==> src/rtl/lc3b_types.sv <==
// Shared LC-3b types: memory-stage op encoding and access-controller state.
package lc3b_types;

   typedef enum logic [2:0] {
      MEM_NONE = 3'd0,
      MEM_LDW  = 3'd1,
      MEM_LDB  = 3'd2,
      MEM_STW  = 3'd3,
      MEM_STB  = 3'd4,
      MEM_LDI  = 3'd5,
      MEM_STI  = 3'd6
   } lc3b_mem_op;

   typedef enum logic [1:0] {
      ST_IDLE    = 2'd0,
      ST_ACCESS1 = 2'd1,
      ST_ACCESS2 = 2'd2,
      ST_DONE    = 2'd3
   } mem_access_state_t;

   function automatic logic is_indirect(input lc3b_mem_op op);
      return (op == MEM_LDI) || (op == MEM_STI);
   endfunction

   // Only direct stores write on the first access; STI reads its pointer first.
   function automatic logic is_first_write(input lc3b_mem_op op);
      return (op == MEM_STW) || (op == MEM_STB);
   endfunction

endpackage

==> src/rtl/mem_byte_align.sv <==
// Byte-lane steering for stores and byte extraction/sign extension for loads.
module mem_byte_align
   import lc3b_types::*;
(
   input  lc3b_mem_op  op,
   input  logic        addr_lsb,
   input  logic [15:0] store_data,
   input  logic [15:0] load_word,
   output logic [15:0] store_lanes,
   output logic [1:0]  byte_enable,
   output logic [15:0] load_result
);

   logic [7:0] load_byte;

   always_comb begin
      store_lanes = store_data;
      byte_enable = 2'b11;
      load_result = load_word;
      load_byte   = addr_lsb ? load_word[15:8] : load_word[7:0];
      case (op)
         MEM_STB: begin
            store_lanes = {store_data[7:0], store_data[7:0]};
            byte_enable = addr_lsb ? 2'b10 : 2'b01;
            load_result = '0;
         end
         MEM_LDB: begin
            load_result = {{8{load_byte[7]}}, load_byte};
         end
         MEM_STW, MEM_STI: begin
            load_result = '0;
         end
         default: ;
      endcase
   end

endmodule

==> src/rtl/register.sv <==
// Generic load-enabled register with synchronous active-high clear.
module register #(
   parameter int WIDTH = 16
) (
   input  logic             clk,
   input  logic             rst,
   input  logic             load,
   input  logic [WIDTH-1:0] d,
   output logic [WIDTH-1:0] q
);

   always_ff @(posedge clk) begin
      if (rst) begin
         q <= '0;
      end else if (load) begin
         q <= d;
      end
   end

endmodule

==> src/rtl/mem_access_unit.sv <==
// MEM-stage data-access controller: sequences direct and indirect cache
// accesses and stalls the pipeline until the access completes.
//
//  state      | meaning
//  -----------+-----------------------------------------------------------
//  ST_IDLE    | waiting for a valid memory op; latches op/address/wdata
//  ST_ACCESS1 | first cache access (data, or pointer fetch for LDI/STI)
//  ST_ACCESS2 | second access at the fetched pointer (LDI read, STI write)
//  ST_DONE    | one-cycle completion; pipeline advances, no re-accept
module mem_access_unit
   import lc3b_types::*;
(
   input  logic        clk,
   input  logic        rst,
   input  logic        mem_valid,
   input  lc3b_mem_op  mem_op,
   input  logic [15:0] mem_address,
   input  logic [15:0] mem_wdata,
   output logic        stall,
   output logic        done,
   output logic [15:0] rdata,
   output logic        dmem_read,
   output logic        dmem_write,
   output logic [1:0]  dmem_byte_enable,
   output logic [15:0] dmem_address,
   output logic [15:0] dmem_wdata,
   input  logic [15:0] dmem_rdata,
   input  logic        dmem_resp
);

   mem_access_state_t state;
   lc3b_mem_op        op_q;

   logic        request;
   logic        accept;
   logic        ptr_load;
   logic        result_load;
   logic [15:0] addr_q;
   logic [15:0] wdata_q;
   logic [15:0] ptr_q;
   logic [15:0] result_q;
   logic [15:0] lane_wdata;
   logic [1:0]  lane_be;
   logic [15:0] load_result;

   assign request = mem_valid && (mem_op != MEM_NONE);
   assign stall   = request && (state != ST_DONE);
   assign accept  = (state == ST_IDLE) && request;

   assign ptr_load    = (state == ST_ACCESS1) && dmem_resp && is_indirect(op_q);
   assign result_load = dmem_resp &&
                        (((state == ST_ACCESS1) && !is_indirect(op_q)) ||
                         (state == ST_ACCESS2));

   register #(.WIDTH(16)) u_addr (
      .clk  (clk),
      .rst  (rst),
      .load (accept),
      .d    (mem_address),
      .q    (addr_q)
   );

   register #(.WIDTH(16)) u_wdata (
      .clk  (clk),
      .rst  (rst),
      .load (accept),
      .d    (mem_wdata),
      .q    (wdata_q)
   );

   register #(.WIDTH(16)) u_ptr (
      .clk  (clk),
      .rst  (rst),
      .load (ptr_load),
      .d    (dmem_rdata),
      .q    (ptr_q)
   );

   // LDI's second access is a plain word read and STI's yields zero, so the
   // same alignment output serves both access phases.
   register #(.WIDTH(16)) u_result (
      .clk  (clk),
      .rst  (rst),
      .load (result_load),
      .d    (load_result),
      .q    (result_q)
   );

   mem_byte_align u_align (
      .op          (op_q),
      .addr_lsb    (addr_q[0]),
      .store_data  (wdata_q),
      .load_word   (dmem_rdata),
      .store_lanes (lane_wdata),
      .byte_enable (lane_be),
      .load_result (load_result)
   );

   assign rdata = result_q;

   always_ff @(posedge clk) begin
      if (rst) begin
         state <= ST_IDLE;
         op_q  <= MEM_NONE;
         done  <= 1'b0;
      end else begin
         case (state)
            ST_IDLE: begin
               done <= 1'b0;
               if (request) begin
                  op_q  <= mem_op;
                  state <= ST_ACCESS1;
               end
            end
            ST_ACCESS1: begin
               if (dmem_resp) begin
                  if (is_indirect(op_q)) begin
                     state <= ST_ACCESS2;
                  end else begin
                     state <= ST_DONE;
                     done  <= 1'b1;
                  end
               end
            end
            ST_ACCESS2: begin
               if (dmem_resp) begin
                  state <= ST_DONE;
                  done  <= 1'b1;
               end
            end
            ST_DONE: begin
               done  <= 1'b0;
               state <= ST_IDLE;
            end
            default: begin
               done  <= 1'b0;
               state <= ST_IDLE;
            end
         endcase
      end
   end

   // Cache-side outputs decode only state and latched registers.
   always_comb begin
      dmem_read        = 1'b0;
      dmem_write       = 1'b0;
      dmem_byte_enable = 2'b00;
      dmem_address     = '0;
      dmem_wdata       = '0;
      case (state)
         ST_ACCESS1: begin
            dmem_address = {addr_q[15:1], 1'b0};
            if (is_first_write(op_q)) begin
               dmem_write       = 1'b1;
               dmem_wdata       = lane_wdata;
               dmem_byte_enable = lane_be;
            end else begin
               dmem_read        = 1'b1;
               dmem_byte_enable = 2'b11;
            end
         end
         ST_ACCESS2: begin
            dmem_address     = {ptr_q[15:1], 1'b0};
            dmem_byte_enable = 2'b11;
            if (op_q == MEM_STI) begin
               dmem_write = 1'b1;
               dmem_wdata = wdata_q;
            end else begin
               dmem_read = 1'b1;
            end
         end
         default: ;
      endcase
   end

endmodule

==> config.mk <==
export PLATFORM = sky130hd
export DESIGN_NAME = mem_access_unit
export DESIGN_NICKNAME = d
export VERILOG_FILES = /design/src/rtl/lc3b_types.sv /design/src/rtl/mem_byte_align.sv /design/src/rtl/register.sv /design/src/rtl/mem_access_unit.sv
export SDC_FILE = /design/constraint.sdc
export NUM_CORES = 1
export LEC_CHECK = 0
export ABC_CLOCK_PERIOD_IN_PS = 2450
export CAP_MARGIN = 15
export CELL_PAD_IN_SITES_DETAIL_PLACEMENT = 1
export CELL_PAD_IN_SITES_GLOBAL_PLACEMENT = 2
export CORE_ASPECT_RATIO = 0.8
export CORE_MARGIN = 2
export CORE_UTILIZATION = 25
export CTS_BUF_LIST = sky130_fd_sc_hd__clkbuf_16
export DETAILED_ROUTE_END_ITERATION = 10
export GPL_TIMING_DRIVEN = 0
export PLACE_DENSITY_LB_ADDON = 0.1
export SLEW_MARGIN = 20
export SYNTH_ARGS = -nofsm -noshare
export SYNTH_HDL_FRONTEND = slang
export SYNTH_SLANG_ARGS = --single-unit
==> constraint.sdc <==
create_clock -name clk -period 2.45 [get_ports clk]
set_input_delay 0.6125 -clock clk [delete_from_list [all_inputs] [get_ports clk]]
set_output_delay 0.6125 -clock clk [all_outputs]
set_load 0.005 [all_outputs]
; ---- After elaboration in Yosys (flattened, before gate mapping)
; Index checks and enable logic that the tools add are counted.
[totals]
mem_bits_ro = 0
latchBits = 0
output_inout_bits = 54
in_bits = 55
n_memories = 0
ramBits = 0
regBits = 70
[op_classes]
div_mod_pow = 0
n_shift = 0
n_mux = 26
magnitude_cmp = 0
multipliers = 0
bitwise = 0
n_reduce_logical = 18
add_sub_neg = 0
eq_ne = 13
[ops]
columns = operator, n
row1 = 16-bit case mux with 2 select lines, 3
row2 = 16-bit 2-to-1 mux, 3
row3 = 2-bit 2-to-1 mux, 6
row4 = 2-bit != test (second input constant), 5
row5 = 3-bit equality test (second input constant), 3
row6 = 1-bit 2-to-1 mux, 8
row7 = 8-bit 2-to-1 mux, 1
row8 = 2-bit case mux with 4 select lines, 1
row9 = 1-bit logical AND, 7
row10 = 3-bit by 2-bit equality test with 1-bit output (second input constant), 2
row11 = 3-bit AND reduction, 2
row12 = 2-bit equality test (second input constant), 2
row13 = 1-bit case mux with 2 select lines, 2
row14 = 2-bit case mux with 2 select lines, 1
row15 = 1-bit logical OR, 3
row16 = 1-bit case mux with 3 select lines, 1
row17 = 3-bit nonzero test, 1
row18 = 3-bit OR reduction, 1
row19 = 2-bit by 1-bit equality test with 1-bit output (second input constant), 1
row20 = 2-bit zero test, 1
row21 = 2-bit AND reduction, 1
row22 = 2-bit OR reduction, 1
row23 = 1-bit zero test, 1

; ---- Depth between registers and ports, before layout
; Gate-level depths: netlist (run 1).
[depth]
ltp_word = 6
mapped_depth = 8

; ---- Hierarchy
; From an unflattened synthesis (run 1), not the netlist that was laid out.
[unflattened]
hier_cells = 400
hier_area_um2 = 3746.1
[by_module_without_submodules]
columns = module, cells_per_inst, n_inst, area_per_inst_um2
row1 = register, 52, 4, 580.6
row2 = mem_access_unit, 123, 1, 932.1
row3 = mem_byte_align, 69, 1, 491.7

; ---- Worst setup path before layout (run 1)
; Ideal clock, no wire load.
[synth_path]
path_kind = reg2out
start = register state[0]
end = output port dmem_wdata[14]
path_buffers = 2
stages_incl_launch_ff = 7
arrival_ns = 1.510
path_slack_ns = 0.327
cell_sequence = dfxtp_1 > inv_1 > ha_1 > clkbuf_1 > clkbuf_1 > nand4_1 > a21boi_0
[synth_between]
elab_chain_cells = 2
[synth_lines]
columns = element, line_no
row1 = from (decl), mem_access_unit.sv:31  ; mem_access_state_t state;
row2 = from (signal assigned), mem_access_unit.sv:103  ; state <= ST_IDLE;
row3 = from (signal assigned), mem_access_unit.sv:112  ; state <= ST_ACCESS1;
row4 = from (signal assigned), mem_access_unit.sv:118  ; state <= ST_ACCESS2;
row5 = 2-bit equality test / 2-bit by 1-bit equality test with 1-bit output (equally long branches), mem_access_unit.sv:150  ; case (state)
row6 = 16-bit case mux with 2 select lines *, mem_access_unit.sv:150
row7 = to (decl), mem_access_unit.sv:26  ; output logic [15:0] dmem_wdata,
; Every way passes the cells marked *; elsewhere a longest branch is shown, timed or not.

; ---- Worst setup path after layout (run 1)
[layout_path]
start = register state[1]
end = output port dmem_wdata[0]
; Same word-level chain as after synthesis.

==> summary.txt, run 1 <==
Place
  – Dpl cell area: 0.00464 mm²
  – Post-DP HPWL: 9.79 mm
  – Setup WS pre-CTS: -0.712 ns
  – Port bufs: 106
  – RD Place Congestion: 0.782
  – Cells after DPL: 717

Die
  – Die area: about 0.014 mm²
  – Starting Density: 0.259
  – # rows: 37
  – Chip Width: between 100 and 150 µm
  – Die height: 108 µm
  – I/O pin count: 109
  – Core Box Area: 0.0130 mm²

Finish
  – Finished Cell Area: 0.00570 mm²
  – Commonest non-fill, non-tap cell in the layout: nand2_1
  – Final nets: 654
  – Area growth, synth to finish: 69.5%
  – Ant diodes: 0
  – Final core utilization: 0.438
  – Commonest cells after routing, fill and taps aside: nand2_1, clkdlybuf4s50_1, dfxtp_1
  – Filler cell count in the final layout: 1542
  – Share of cells above drive strength 1: 0.304
  – Layout Cells excl Fill: 774

Drt
  – Final WL: around 14 mm
  – DRC viols: 0
  – Via count: 3767
  – ANT nets after route: 0
  – WL per Instance: 18.1 µm
  – Post-DR vias/cell: 4.87
  – Pre-Repair DR Iteration Count: 4
  – DR iter-0 viols: 136

Clock tree
  – H-tree levels: 3
  – Root Buffer: clkbuf_16
  – CTS sink cnt: 69
  – Cts bufs inserted: 9
  – CTS tree: done
  – Clk slew on worst S/H paths: 0.05 ns
  – Maximum clock insertion buffer count: 2
  – Clk_lat worst skew: 0.34 ns

Yosys
  – Share of the synthesized area in the top cell type: 0.411
  – Syn nets: 496
  – Largest cells by area after synthesis: dfxtp_1, nand2_1, a21oi_1, a22oi_1, nor2b_1
  – Mean post-synth cell area: around 7.7 µm²
  – Post-synth EDFFs: 0
  – Mapped cell area: ~0.0034 mm²
  – Post-synth cell types: 42
  – Async SR Flop Fraction: 0
  – Syn. warnings: 0
  – Primary FF master, synth: dfxtp_1
  – Share of the yosys chip area belonging to registers: 0.411
  – Largest area contributor in the netlist: dfxtp_1
  – Post-Synthesis Cells: 436
  – Register bit total from synthesis: 69

Setup path
  – CP Launch Type: register
  – Type of the worst setup path: register to output port
  – Reg2reg path depth: 11
  – Worst Path Max Fanout: 3
  – Worst EP required: 1.84 ns
  – Critical path arrival: 2.00 ns
  – Worst Setup End Kind: output port

Run status
  – Status: complete, but fails checks
  – Failing checks: negative setup slack

Global routing
  – Grt ovf: 0
  – Largest net degree at the start of global routing: 13
  – First-pass GRT wire length: 21.3 mm
  – Vias in the first global route: 3806
  – Initial antenna violation count: 0
  – GRT Total Usage: 0.195

Timing
  – Minimum clock period: 2.61 ns
  – Relative slew margins: 0.520
  – Slew Viols, Final: 0
  – Final Hold Viols: 0
  – Max Freq: 383 MHz
  – Part of the cycle the worst path needs: 1.07
  – Clock Skew: about 0.0076 ns
  – Final setup viols: 20
  – Slew of the pin with the lowest slew margin: between 0.7 and 0.8 ns
  – Worst hold margin: between 0.4 and 0.5 ns
  – Min setup slack post-route: -0.163 ns
  – RSZ-0062 raised after global routing: yes

Power and ir drop
  – Worst vdd ir: 0.000494 V
  – PD cells: 1060 mW/mm²
  – Leakage power: ~2.1 nW

Worst hold path
  – Cell count of the worst hold path: 2
  – Hold WC Path Type: register to register

Flow run
  – Max Cap Violations: 0
[critical path: stages (launching register included)]
cell and delay, ns:
dfxtp_4 0.38, inv_4 0.04, ha_4 0.17, mux2_4 0.28, a32oi_2 0.20, nor2b_2 0.09
buf_6 0.13, buf_12 0.12, and2_4 0.15, buf_6 0.10
[metal layers]
layer	part of all wire	global-route usage	vias up
li1	-	-	1817
met1	0.49	0.265	1851
met2	0.46	0.313	82
met3	0.041	0.0485	17
met4	0.012	0.0433	0
met5	0	0	-
[through the flow]
stage | total power [mW] | setup TNS [ns]
after global routing | 6.41 | -3.59
after global placement | 3.43 | -17.97
final | 6.06 | -1.50
after detailed placement | 3.47 | -19.13
after CTS | 5.58 | -1.47
after floorplan | 2.62 | 0
[cell type report]
cell class | instances | area (µm²) | share of cell area
buffer | 37 | 294 | 0.0515
clock buffer | 9 | 225 | 0.0395
clock inverter | 7 | 66.3 | 0.0116
inverter | 4 | 26.3 | 0.00461
multi-input combinational | 324 | 2110 | 0.370
sequential | 69 | 1390 | 0.244
tap | 175 | 219 | 0.0384
timing repair buffer | 149 | 1380 | 0.241
[synthesized netlist by cell type, types with 2 or more instances]
master and instances:
buf_6 2, o21a_1 6, clkbuf_1 23, buf_4 3
a31oi_1 2, a21boi_0 3, o31ai_1 3, nand4_1 2
nand2_1 110, inv_1 4, nand3b_1 2, ha_1 5
o21ai_0 5, a22oi_1 28, nor2b_1 25, nor3b_2 2
buf_1 4, mux2i_1 3, nor2_1 23, dfxtp_1 69
and2_1 10, a211oi_1 17, a21oi_1 61, buf_2 6
[report_power, final]
part / internal, mW / switching (mW) / total (mW)
Sequential: 1.36 / 0.179 / 1.54
Combinational: 1.75 / 1.47 / 3.23
Clock: 0.784 / 0.515 / 1.30
[flip-flops by register name, summed over array words and instances (netlist names)]
name,flops
done,1
op_q,3
state,2
u_addr.q,16
u_ptr.q,15
u_result.q,16
u_wdata.q,16
[logic make-up after synthesis]
family / share of synthesized area
xor gates and xnor gates: 0.00484
muxes: 0.0123
AOI/OAI and AO/OA: 0.250
buffers and inverters: 0.0584
DFF: 0.411
and+or+nand+nor: 0.244
other: 0.00111
adders and majority gates: 0.0186
[path summary, 6_finish.rpt]
path | from | endpoint | slack (ns)
worst max-delay path | state[1]$_SDFFE_PP0P_ | dmem_wdata[0] | -0.16
worst min register to register | u_wdata.q[8]$_SDFFE_PP0P_ | u_wdata.q[8]$_SDFFE_PP0P_ | 0.47
worst min-delay path | u_wdata.q[8]$_SDFFE_PP0P_ | u_wdata.q[8]$_SDFFE_PP0P_ | 0.47
worst max register to register | state[0]$_SDFFE_PP0P_ | u_result.q[0]$_SDFFE_PP0P_ | 0.28
[what timing repair did]
| action | 4_1_cts | 5_1_grt |
|---|---|---|
| setup buffers | 27 | 12 |
| gates cloned | 2 | 3 |
| gates resized for setup | 233 | 63 |
| hold buffers | 0 | 0 |
| setup endpoints to repair | 36 | 35 |
| pin swaps | 19 | 16 |
Note: power is estimated with default switching activity, not from simulation.
==> run 2, diff against run 1 <==
CORE_UTILIZATION = 28   (was 25)
SETUP_SLACK_MARGIN = 0.1   (was unset)
SYNTH_HIERARCHICAL = 1   (was unset)
==> summary.txt, run 2 <==
Run status
  – Status: complete, but fails checks (unchanged)
  – Failing checks: negative setup slack (unchanged)

Global routing
  – Met1 Resource Use GR: 0.246 (was 0.265)
  – GRT Max-Usage Layer: met2 (unchanged)
  – Grt ovf: 0 (unchanged)
  – Met2 Use GR: 0.289 (was 0.313)
  – Met3 usage: 0.0520 (was 0.0485)
  – GRT Total Usage: 0.183 (was 0.195)
  – Vias in the first global route: 3493 (was 3806)
  – Largest net degree at the start of global routing: 13 (unchanged)
  – First-pass GRT wire length: 19.9 mm (was 21.3 mm)
  – Initial antenna violation count: 0 (unchanged)

Die
  – # rows: 37 (unchanged)
  – Die area: 0.0142 mm² (was 0.0144 mm²)
  – Die height: 107 µm (was 108 µm)
  – I/O pin count: 109 (unchanged)
  – Chip Width: 133 µm (was 134 µm)
  – Starting Density: 0.287 (was 0.259)
  – Core Box Area: 0.0129 mm² (was 0.0130 mm²)

Clock tree
  – Cts bufs inserted: 9 (unchanged)
  – Clk slew on worst S/H paths: 0.06 ns (was 0.05 ns)
  – CTS sink cnt: 69 (unchanged)
  – CTS tree: done (unchanged)
  – H-tree levels: 3 (unchanged)
  – Root Buffer: clkbuf_16 (unchanged)
  – Clk_lat worst skew: 0.34 ns (about the same)
  – Maximum clock insertion buffer count: 2 (unchanged)

Setup path
  – Worst Path Max Fanout: 4 (was 3)
  – Type of the worst setup path: register to output port (unchanged)
  – CP Launch Point: op_q[1]$_SDFFE_PP0P_ (was state[1]$_SDFFE_PP0P_)
  – CP Launch Type: register (unchanged)
  – Reg2reg start: op_q[1]$_SDFFE_PP0P_ (was state[0]$_SDFFE_PP0P_)
  – Worst EP required: 1.84 ns (about the same)
  – Worst Setup End Kind: output port (unchanged)
  – Critical path arrival: 1.98 ns (was 2.00 ns)

Power and ir drop
  – Worst vdd ir: 0.000352 V (was 0.000494 V)
  – Leakage power: 2.44 nW (was 2.11 nW)
  – PD cells: 885 mW/mm² (was 1060 mW/mm²)
  – Power, Total: 5.24 mW (was 6.06 mW)

Timing
  – Final Hold Viols: 0 (unchanged)
  – Slew Viols, Final: 0 (unchanged)
  – Final setup viols: 16 (was 20)
  – Max Freq: 386 MHz (was 383 MHz)
  – Part of the cycle the worst path needs: 1.06 (was 1.07)
  – RSZ-0062 raised after global routing: yes (unchanged)
  – Slew of the pin with the lowest slew margin: 0.841 ns (was 0.720 ns)
  – Minimum clock period: 2.59 ns (was 2.61 ns)
  – Worst hold margin: 0.480 ns (was 0.467 ns)
  – Min setup slack post-route: -0.141 ns (was -0.163 ns)
  – Setup TNS Final: -1.09 ns (was -1.50 ns)
  – Clock Skew: 0.00385 ns (was 0.00756 ns)
  – Relative slew margins: 0.432 (was 0.520)

Finish
  – Filler cell count in the final layout: 1416 (was 1542)
  – Multi-input logic area: 0.00221 mm² (was 0.00211 mm²)
  – Final nets: 610 (was 654)
  – Commonest cells after routing, fill and taps aside: nor2_1, mux2i_1, clkdlybuf4s50_1 (was nand2_1, clkdlybuf4s50_1, dfxtp_1)
  – Biggest regs: u_addr/q x16, u_result/q x16, u_wdata/q x16 (was u_addr.q x16, u_result.q x16, u_wdata.q x16)
  – Share of cells above drive strength 1: 0.310 (was 0.304)
  – FF/Latch Area: 0.00140 mm² (was 0.00139 mm²)
  – Area growth, synth to finish: 59.5% (was 69.5%)
  – Commonest non-fill, non-tap cell in the layout: nor2_1 (was nand2_1)
  – Ant diodes: 0 (unchanged)

Drt
  – DRC viols: 0 (unchanged)
  – Via count: 3386 (was 3767)
  – DR iter-0 viols: 187 (was 136)
  – Final WL: 12.5 mm (was 14.0 mm)
  – Post-DR vias/cell: 4.64 (was 4.87)
  – WL per Instance: 17.1 µm (was 18.1 µm)
  – ANT nets after route: 0 (unchanged)
  – Pre-Repair DR Iteration Count: 4 (unchanged)

Place
  – Port bufs: 107 (was 106)
  – RD Place Congestion: 0.730 (was 0.782)
  – Post-DP HPWL: 8.70 mm (was 9.79 mm)

Yosys
  – Mean post-synth cell area: 9.35 µm² (was 7.72 µm²)
  – Post-Synthesis Cells: 397 (was 436)
  – Syn. warnings: 6 (was 0)
  – Mapped cell area: 0.00371 mm² (was 0.00336 mm²)
  – Syn nets: 456 (was 496)

Worst hold path
  – Hold WC Path Type: register to register (unchanged)
  – Hold path start: done$_SDFFE_PP0P_ (was u_wdata.q[8]$_SDFFE_PP0P_)

Flow run
  – Max Cap Violations: 0 (unchanged)
[run 2: changes by cell type in the layout (fill, tap and decap cells not counted), sizes merged, moves of 8 or more]
cell    previous run  this run
a21o               0         9
clkbuf            37        18
mux2i              3        67
a22o               0        16
nor2              23        69
a21oi             61        14
buf               87        97
nand2            110         8
a22oi             28        15
o21ai              6        17
mux2               1         9
a211oi            17         0
[run 2: final timing paths]
kind / endpoint / slack [ns] / cells past startpoint
max: dmem_wdata[0] / -0.14 / 8
max reg2reg: u_result/q[6]$_SDFFE_PP0P_ / 0.34 / 10
min reg2reg: done$_SDFFE_PP0P_ / 0.48 / 2
min: done$_SDFFE_PP0P_ / 0.48 / 2
[run 2: stage by stage]
stage / cells / setup slack (ns) / area, µm² / utilization
floorplan: 397 / 0.423 / 3710 / -
global placement: 679 / -0.532 / 5000 / 0.387
detailed placement: 679 / -0.563 / 5000 / 0.387
CTS: 725 / -0.155 / 5890 / 0.456
global route: 730 / -0.197 / 5920 / 0.458
finish: 730 / -0.141 / 5920 / 0.458
[run 2: timing repair]
action	4_1_cts	5_1_grt
gates cloned	2	1
hold buffers	0	0
pin swaps	13	16
endpoints found under the setup margin	36	33
buffers inserted	29	7
gates resized for setup	226	22
[run 2: area by class of cell]
type | instances | area share
Buffer | 40 | 0.0720
Clock buffer | 9 | 0.0380
Clock inverter | 6 | 0.0150
Inverter | 5 | 0.00486
Multi-Input combinational cell | 282 | 0.373
Sequential cell | 69 | 0.236
Tap cell | 175 | 0.0370
Timing Repair Buffer | 144 | 0.224
[run 2: report_power, final]
| group | leakage, nW | total (mW) | switching, mW | internal (mW) |
|---|---|---|---|---|
| Clock | 0.147 | 1.40 | 0.519 | 0.885 |
| Combinational | 1.72 | 2.36 | 1.04 | 1.32 |
| Sequential | 0.566 | 1.48 | 0.157 | 1.32 |
[run 2: worst max-delay path, cell delays in order, from the launching register on]
cell and delay (ns):
dfxtp_4 0.34, buf_6 0.11, or3b_4 0.38, a21oi_4 0.25, buf_6 0.14, buf_6 0.10, buf_6 0.08, a22o_1 0.11
buf_2 0.12
[run 2: metal layers]
| layer | vias up | wire (µm) |
|---|---|---|
| met2 | 67 | 5740 |
| li1 | 1677 | - |
| met3 | 12 | 569 |
| met5 | - | 0 |
| met4 | 0 | 136 |
| met1 | 1630 | 6080 |
==> run 3, diff against run 2 <==
CORE_UTILIZATION = 25   (was 28)
HOLD_SLACK_MARGIN = 0.1   (was unset)
SLEW_MARGIN = unset   (was 20)
SYNTH_HIERARCHICAL = unset   (was 1)
==> summary.txt, run 3 (synthesized netlist as in run 1, its figures left out) <==
Clock tree
  – Clk slew on worst S/H paths: 0.05 ns (was 0.06 ns)
  – H-tree levels: 3 (unchanged)
  – CTS sink cnt: 69 (unchanged)
  – Maximum clock insertion buffer count: 2 (unchanged)
  – Root Buffer: clkbuf_16 (unchanged)
  – Cts hold-fix bufs: 0 (unchanged)
  – Cts bufs inserted: 9 (unchanged)
  – CTS tree: done (unchanged)
  – Clk_lat worst skew: 0.34 ns (about the same)

Power and ir drop
  – Flop pwr share: 0.258 (was 0.282)
  – Switch share: 0.356 (was 0.328)
  – P_sw: 2.12 mW (was 1.72 mW)
  – Worst vdd ir: 0.000442 V (was 0.000352 V)
  – PD cells: 1050 mW/mm² (was 885 mW/mm²)
  – Internal power: 3.83 mW (was 3.52 mW)
  – Combinational group share of total power: 0.523 (was 0.450)
  – Leakage power: 2.10 nW (was 2.44 nW)
  – Clock power frac: 0.219 (was 0.268)

Finish
  – Layout Cells excl Fill: 770 (was 730)
  – Ant diodes: 0 (unchanged)
  – Area growth, synth to finish: 68.9% (was 59.5%)
  – Biggest regs: u_addr.q x16, u_result.q x16, u_wdata.q x16 (was u_addr/q x16, u_result/q x16, u_wdata/q x16)
  – Commonest cells after routing, fill and taps aside: nand2_1, clkdlybuf4s50_1, dfxtp_1 (was nor2_1, mux2i_1, clkdlybuf4s50_1)
  – Share of cells above drive strength 1: 0.292 (was 0.310)
  – Commonest non-fill, non-tap cell in the layout: nand2_1 (was nor2_1)
  – Final core utilization: 0.437 (was 0.458)
  – Final nets: 650 (was 610)

Global routing
  – Largest net degree at the start of global routing: 13 (unchanged)
  – GRT Total Usage: 0.195 (was 0.183)
  – Initial antenna violation count: 0 (unchanged)
  – Vias in the first global route: 3815 (was 3493)
  – First-pass GRT wire length: 21.3 mm (was 19.9 mm)
  – Grt ovf: 0 (unchanged)

Timing
  – Slew Viols, Final: 0 (unchanged)
  – Min setup slack post-route: -0.159 ns (was -0.141 ns)
  – Clock Skew: 0.00679 ns (was 0.00385 ns)
  – Minimum clock period: 2.61 ns (was 2.59 ns)
  – Worst hold margin: 0.467 ns (was 0.480 ns)
  – Setup TNS Final: -1.83 ns (was -1.09 ns)
  – RSZ-0062 raised after global routing: yes (unchanged)
  – Part of the cycle the worst path needs: 1.06 (about the same)
  – Relative slew margins: 0.548 (was 0.432)
  – Final Hold Viols: 0 (unchanged)
  – Final setup viols: 22 (was 16)
  – Max Freq: 383 MHz (was 386 MHz)
  – Slew of the pin with the lowest slew margin: 0.679 ns (was 0.841 ns)

Drt
  – Post-DR vias/cell: 4.83 (was 4.64)
  – WL per Instance: 18.2 µm (was 17.1 µm)
  – Final WL: 14.0 mm (was 12.5 mm)
  – ANT nets after route: 0 (unchanged)
  – Pre-Repair DR Iteration Count: 4 (unchanged)
  – Via count: 3722 (was 3386)
  – DRC viols: 0 (unchanged)
  – DR iter-0 viols: 135 (was 187)

Setup path
  – Type of the worst setup path: register to output port (unchanged)
  – Crit path to: dmem_wdata[0] (unchanged)
  – CP Launch Point: state[1]$_SDFFE_PP0P_ (was op_q[1]$_SDFFE_PP0P_)
  – Reg2reg setup slack: 0.40 ns (was 0.34 ns)
  – Reg2reg start: state[0]$_SDFFE_PP0P_ (was op_q[1]$_SDFFE_PP0P_)
  – Worst EP required: 1.84 ns (about the same)
  – Worst flop-to-flop path endpoint: u_result.q[0]$_SDFFE_PP0P_ (was u_result/q[6]$_SDFFE_PP0P_)
  – Reg2reg path depth: 10 (unchanged)
  – CP Launch Type: register (unchanged)
  – Worst Path Max Fanout: 3 (was 4)
  – Critical path arrival: 2.00 ns (was 1.98 ns)
  – Worst Setup End Kind: output port (unchanged)

Die
  – # rows: 37 (unchanged)
  – Chip Width: 134 µm (was 133 µm)
  – I/O pin count: 109 (unchanged)
  – Die area: 0.0144 mm² (was 0.0142 mm²)
  – Starting Density: 0.259 (was 0.287)
  – Die height: 108 µm (was 107 µm)
  – Core Box Area: 0.0130 mm² (was 0.0129 mm²)

Worst hold path
  – Hold WC Path Type: register to register (unchanged)

Place
  – Cells after DPL: 717 (was 679)
  – Port bufs: 106 (was 107)
  – Post-DP HPWL: 9.79 mm (was 8.70 mm)
  – RD Place Congestion: 0.782 (was 0.730)

Run status
  – Status: complete, but fails checks (unchanged)
  – Failing checks: negative setup slack (unchanged)

Flow run
  – Max Cap Violations: 0 (unchanged)
[run 3: changes by cell type in the layout (fill, tap and decap cells not counted), moves of 10 or more]
cell      before  now
o21ai_0       13    3
buf_6         41   24
nor2_1        68   23
a211oi_1       0   17
mux2i_1       67    3
clkbuf_1       1   16
nand2_1        8  110
a21oi_1       13   60
a22oi_2       12   22
[run 3: area by class of cell]
cell class	count	area, µm²
Fill cell	1519	7330
Clock inverter	7	66.3
Buffer	39	323
Tap cell	175	219
Inverter	4	26.3
Multi-Input combinational cell	324	2090
Clock buffer	9	225
Sequential cell	69	1390
Timing Repair Buffer	143	1340
[run 3: power groups by stage]
stage | Combinational, mW | Sequential (mW) | Clock, mW
after global routing | 3.35 | 1.57 | 1.38
after global placement | 1.93 | 1.51 | 0
after floorplan | 1.14 | 1.48 | 0
after detailed placement | 1.96 | 1.51 | 0
after CTS | 2.80 | 1.53 | 1.33
final | 3.11 | 1.54 | 1.30
[run 3: critical path, stage by stage (launching register included)]
cell,delay (ns)
dfxtp_4,0.38
inv_4,0.04
ha_4,0.16
mux2_4,0.28
a32oi_2,0.19
nor2b_2,0.09
buf_6,0.13
buf_12,0.12
and2_4,0.15
buf_6,0.10
[run 3: worst min-delay path by stage]
| stage | start | end | slack [ns] | depth (start not counted) |
|---|---|---|---|---|
| 2_1_floorplan | u_ptr.q[10]$_SDFFE_PP0P_ | u_ptr.q[10]$_SDFFE_PP0P_ | 0.44 | 2 |
| 3_5_place_dp | u_ptr.q[11]$_SDFFE_PP0P_ | u_ptr.q[11]$_SDFFE_PP0P_ | 0.45 | 2 |
| 5_1_grt | u_ptr.q[9]$_SDFFE_PP0P_ | u_ptr.q[9]$_SDFFE_PP0P_ | 0.49 | 2 |
| 6_report | u_wdata.q[8]$_SDFFE_PP0P_ | u_wdata.q[8]$_SDFFE_PP0P_ | 0.47 | 2 |
| 3_3_place_gp | u_ptr.q[1]$_SDFFE_PP0P_ | u_ptr.q[1]$_SDFFE_PP0P_ | 0.45 | 2 |
| 4_1_cts | u_ptr.q[11]$_SDFFE_PP0P_ | u_ptr.q[11]$_SDFFE_PP0P_ | 0.46 | 2 |
[run 3: stage by stage]
stage | setup WS, ns | power [mW] | area (µm²)
after detailed placement | -0.712 | 3.47 | 4640
after global placement | -0.732 | 3.43 | 4640
after floorplan | 0.327 | 2.62 | 3360
after CTS | -0.147 | 5.66 | 5500
after global routing | -0.234 | 6.29 | 5680
final | -0.159 | 5.95 | 5680
[run 3: what timing repair did]
action                                  CTS  global route
gates resized for setup                 248            41
endpoints found under the setup margin   36            35
setup buffers                            25             8
pin swaps                                22            10
cloned                                    4             1
[run 3: routing by layer]
metal | GRT usage | part of all wire
met2 | 0.312 | 0.45
met4 | 0.0433 | 0.012
met5 | 0 | 0
met1 | 0.266 | 0.49
met3 | 0.0490 | 0.041
==> RTL edit 1, RTL diff (flow settings as in run 1) <==
The 4 states of `mem_access_state_t` get a Gray code encoding in 2 bits.
--- a/src/rtl/lc3b_types.sv
+++ b/src/rtl/lc3b_types.sv
@@ -14,6 +14,6 @@
    typedef enum logic [1:0] {
-      ST_IDLE    = 2'd0,
-      ST_ACCESS1 = 2'd1,
-      ST_ACCESS2 = 2'd2,
-      ST_DONE    = 2'd3
+      ST_IDLE    = 2'b00,
+      ST_ACCESS1 = 2'b01,
+      ST_ACCESS2 = 2'b11,
+      ST_DONE    = 2'b10
    } mem_access_state_t;
Behaviour: same outputs for any inputs over 4 cycles, from zero or initial values and one cycle with rst high; so few cycles prove little.
==> RTL edit 1 against run 1 <==
- the run still ends with setup timing left
- final cell count down 4.8%
- clock skew about the same
- routed wire length is 2.9% higher
- area after synthesis increased by 11%
- sequential cell count unchanged
- design area down 0.44%
- worst setup slack gained 0.13 ns
- hold slack worse by 0.0076 ns
- die area grew 11%
- critical path depth decreased by 1
- largest cell class unchanged
Power is not compared: it rests on default switching activity, and its combinational part moved more than twofold at a synthesized area within 25%.
==> RTL edit 1: results (changes against run 1) <==
metric,value,unit,change
worstRegToRegCells,5,,-6
fin_ws,-0.03586,ns,+0.1275 ns
ys_types,49,,+17%
place_ws,-0.6868,ns,+0.02569 ns
grt_max_degree,12,,-1
cp_max_fo,6,,+3
viasPerCell,5.015,,+3.0%
portBuffers,106,,unchanged
timing.rr.end,u_result.q[3]$_SDFFE_PP0P_,,
finalNonFillerCells,737,,-4.8%
r2r-start,state[0]$_SDFFE_PP0P_,,
status,finished with violations,,
violations,setup timing,,
drt_iter0_markers,171,,+26%
hpwlAfterDp,10.30,mm,+5.2%
grt_pass1_vias,3898,,+2.4%
min_from,u_addr.q[13]$_SDFFE_PP0P_,,
clk_latency,0.34,ns,about the same
swShare,0.2904,,
first_pass_iters,4,,unchanged
top_regs,"u_addr.q x16, u_result.q x16, u_wdata.q x16",,
ir_drop,0.0003007,V,
clkTransAtPathRegs,0.06,ns,
drive_gt1_frac,0.2369,,-0.06695
hold_end,u_addr.q[13]$_SDFFE_PP0P_,,
seq_area_frac_synth,0.3687,,-0.04182
clock-skew-final,0.007786,ns,+0.0002296 ns
hold_depth,2,,unchanged
slowest_delay,0.39,ns,
r2r_slack,0.66,ns,+0.38 ns
yosysWarnings,0,,unchanged
synth_fp_nets,451,,-9.1%
synth_area_leaders,"dfxtp_1 37%, mux2i_1 10%, o311a_1 6.7%",,
slew_headroom,0.4958,,-0.02397
cts_buffers,9,,unchanged
setup_viol,2,,-90%
cp_top_family,buffers and inverters,,
arrival,1.87,ns,-0.13 ns
synth_common_cells,"69 x dfxtp_1, 48 x nand2_1, 38 x mux2i_1",,
slowest_stage,or3b_4,,
setup_tns,-0.06252,ns,+1.438 ns
fin_nets,603,,-7.8%
cts_htree_levels,3,,unchanged
dp_cells,686,,-4.3%
avgSynthCellArea,9.460,µm²,+23%
gp_congestion,0.8076,,+3.3%
groute.usage.overall,0.1802,,-0.01486
detail_route.wl_per_cell,19.57,µm,+8.0%
diodes,0,,unchanged
antenna_found_initial,0,,unchanged
async_flop_share,0,,unchanged
grt_pass1_wl,22.31,mm,+4.8%
p_leak,2.259,nW,
clockBufferDepth,2,,unchanged
RTL edit 1: cell types whose count changed in the layout (fill, tap and decap cells not counted), moves of 9 or more:
cell and delta:
a31o_1 +25, nand2_1 -62, a22oi_2 -22, inv_1 +10, a21oi_1 -58, a31oi_1 +13
buf_6 -19, o311a_1 +24, a221oi_2 +10, mux2i_1 +34, nor2b_4 -9, a211oi_1 -15
RTL edit 1: per-stage QoR:
step	power, mW	cell area [µm²]	hold WS [ns]
final	3.101	5679	0.4594
after detailed placement	1.864	5037	0.4525
after CTS	3.108	5587	0.4648
after global placement	1.858	5037	0.4436
after floorplan	1.569	3746	0.4341
after global routing	3.231	5679	0.4792
RTL edit 1: logic make-up after synthesis:
kind of cell / count (synthesis) / synth area share
buf+inv: 60 / 0.07615
xor+xnor: 3 / 0.009020
flops: 69 / 0.3687
compound gates: 119 / 0.2896
simple gates: 106 / 0.1540
mux: 38 / 0.1015
other cells: 1 / 0.001001
RTL edit 1: routing by layer:
metal	share of wire	up-vias	GRT usage	wire length, µm
met4	0.011	0	0.04600	157
li1	-	1803	-	-
met1	0.48	1810	0.2380	6921
met2	0.47	73	0.3015	6792
met5	0	-	0	0
met3	0.038	10	0.03904	552
RTL edit 1: worst reg2reg max path: stages (launching register included):
cell	delay, ns
dfxtp_2	0.35
buf_4	0.19
nand2_1	0.16
clkbuf_1	0.30
a21oi_1	0.49
a31oi_1	0.15
RTL edit 1: power groups by stage:
stage	logic [mW]	clock network (mW)	registers [mW]
2_1_floorplan	0.325	0	1.24
3_3_place_gp	0.606	0	1.25
3_5_place_dp	0.610	0	1.25
4_1_cts	0.671	1.21	1.23
5_1_grt	0.747	1.25	1.24
6_report	0.691	1.18	1.23
RTL edit 1: final cells by class:
| type | instances | area, µm² |
|---|---|---|
| multi-input combinational | 267 | 2117 |
| sequential | 69 | 1393 |
| clock buffer | 9 | 225.2 |
| inverter | 15 | 60.06 |
| buffer | 44 | 304.0 |
| clock inverter | 7 | 33.78 |
| fill | 1647 | 8765 |
| tap | 184 | 230.2 |
| timing repair buffer | 142 | 1316 |
RTL edit 1: repair_timing:
action | in CTS | in global routing
setup buffers | 21 | 13
setup endpoints to repair | 36 | 23
cloned | 1 | 1
pin swaps | 6 | 14
gates resized for setup | 102 | 28
RTL edit 1: worst max path at each step:
stage / start / depth (start not counted) / slack, ns / end
floorplan: mem_op[2] / 3 / 0.52 / stall
global placement: mem_op[2] / 5 / -0.69 / stall
detailed placement: mem_op[2] / 5 / -0.69 / stall
CTS: op_q[0]$_SDFFE_PP0P_ / 8 / -0.18 / dmem_wdata[15]
global route: op_q[0]$_SDFFE_PP0P_ / 8 / -0.12 / dmem_wdata[15]
finish: op_q[0]$_SDFFE_PP0P_ / 8 / -0.04 / dmem_wdata[15]
==> RTL edit 2, RTL diff (flow settings as in run 1) <==
Without the edit above. Reset style: asynchronous (`rst`), changed in 2 clocked blocks.
--- a/src/rtl/register.sv
+++ b/src/rtl/register.sv
@@ -11,3 +11,3 @@
 
-   always_ff @(posedge clk) begin
+   always_ff @(posedge clk or posedge rst) begin
       if (rst) begin
--- a/src/rtl/mem_access_unit.sv
+++ b/src/rtl/mem_access_unit.sv
@@ -100,3 +100,3 @@
 
-   always_ff @(posedge clk) begin
+   always_ff @(posedge clk or posedge rst) begin
       if (rst) begin
Behaviour: differs if rst is asserted again (counterexample within 4 cycles, from zero or initial values and one cycle with rst high); with rst held inactive, the same outputs for 4 cycles.
==> RTL edit 2 against run 1 <==
- the run still ends with setup timing left
- routed wire length is 12% lower
- sequential share of layout area is 5.1 points higher
- sequential cell count stayed put
- area after synthesis is 8.6% higher
- fmax is 2.0% higher
- final cell count is 18% lower
- utilization is 2.9 points lower
- design area is 2.7% higher
- worst setup slack better by 0.051 ns
- total power is 34% higher
- critical endpoint unchanged
- largest cell class unchanged
==> RTL edit 2: results (changes against run 1) <==
metric,value,unit,change
status,finished with violations,,
violations,setup timing,,
wirelength,12.34,mm,-12%
synth_area_leaders,"dfrtp_1 47%, mux2_2 17%, nor2b_1 5.1%",,
portBuffers,107,,+0.94%
synth_common_cells,"69 x dfrtp_1, 56 x mux2_2, 30 x nor2b_1",,
fin_ws,-0.1128,ns,+0.05062 ns
grt_pass1_vias,3275,,-14%
slowest_delay,0.40,ns,+0.02 ns
slowest_stage,dfrtp_1,,
synth_fp_nets,358,,-28%
place_ws,-0.7693,ns,-0.05679 ns
p_leak,2.524,nW,+20%
cp_max_fo,7,,+4
hpwlAfterDp,8.366,mm,-15%
seq_area_frac_synth,0.4726,,+0.06204
viasPerCell,4.670,,-4.0%
gp_congestion,0.6825,,-13%
drive_gt1_frac,0.4724,,+0.1686
ir_drop,0.0004701,V,-4.8%
arrival,1.95,ns,-0.05 ns
setup_viol,13,,-35%
grt_pass1_wl,19.20,mm,-9.8%
fin_nets,508,,-22%
clock-skew-final,0.006830,ns,-0.0007263 ns
grt_max_degree,49,,+36
groute.usage.overall,0.1612,,-0.03384
ys_types,43,,+2.4%
async_flop_share,1.000,,+1.000
[RTL edit 2: worst paths after layout]
path / to / slack, ns / cells past startpoint / startpoint
max: dmem_wdata[0] / -0.11 / 8 / state[0]$_DFFE_PP0P_
min: u_result.q[9]$_DFFE_PP0P_ / 0.51 / 1 / u_result.q[9]$_DFFE_PP0P_
max in group asynchronous: op_q[1]$_DFFE_PP0P_ / 1.27 / 3 / rst
min in group asynchronous: done$_DFFE_PP0P_ / 0.60 / 2 / rst
max reg2reg: u_result.q[7]$_DFFE_PP0P_ / 0.47 / 7 / state[0]$_DFFE_PP0P_
min reg2reg: u_result.q[9]$_DFFE_PP0P_ / 0.51 / 1 / u_result.q[9]$_DFFE_PP0P_
[RTL edit 2: metrics by stage]
step                setup TNS, ns  cells  hold WS [ns]  area [µm²]
floorplan                       0    298        0.4651        3654
finish                    -0.4940    637        0.5072        5859
global placement          -118.92    589        0.4880        4955
detailed placement         -25.55    590        0.4907        4985
CTS                        -1.450    630        0.5052        5731
global route               -1.764    637        0.5173        5859
[RTL edit 2: what timing repair did]
action	4_1_cts	5_1_grt
setup buffers	24	10
endpoints found under the setup margin	36	33
pin swaps	12	14
cloned	1	0
gates resized for setup	170	61
[RTL edit 2: final cells by class]
| class | count | area [µm²] |
|---|---|---|
| clock buffer | 9 | 225.2 |
| fill | 1521 | 8438 |
| tap | 184 | 230.2 |
| timing repair buffer | 142 | 1339 |
| sequential | 69 | 1728 |
| buffer | 17 | 193.9 |
| multi-input combinational | 206 | 2063 |
| inverter | 3 | 13.76 |
| clock inverter | 7 | 66.31 |
[RTL edit 2: power by group]
part | internal (mW) | total [mW] | switching [mW]
logic | 2.74 | 4.73 | 1.99
clock network | 0.783 | 1.30 | 0.519
registers | 1.72 | 2.11 | 0.387
[RTL edit 2: routing by layer]
layer / routed length (µm) / global-route usage / vias up
met5: 0 / 0 / -
met4: 175 / 0.04714 / 0
met3: 514 / 0.03968 / 12
met2: 5439 / 0.2404 / 73
met1: 6212 / 0.2324 / 1510
li1: - / - / 1380
[RTL edit 2: kinds of logic (layout without fill, tap and decap cells)]
| group | after synthesis | in the layout | synth area share |
|---|---|---|---|
| muxes | 72 | 72 | 0.2312 |
| and+or+nand+nor | 59 | 59 | 0.1058 |
| other | 1 | 1 | 0.001026 |
| AOI/OAI and AO/OA | 67 | 68 | 0.1295 |
| adders and majority gates | 5 | 5 | 0.01712 |
| DFF | 69 | 69 | 0.4726 |
| xor gates and xnor gates | 1 | 1 | 0.007535 |
| buffers and inverters | 24 | 178 | 0.03527 |
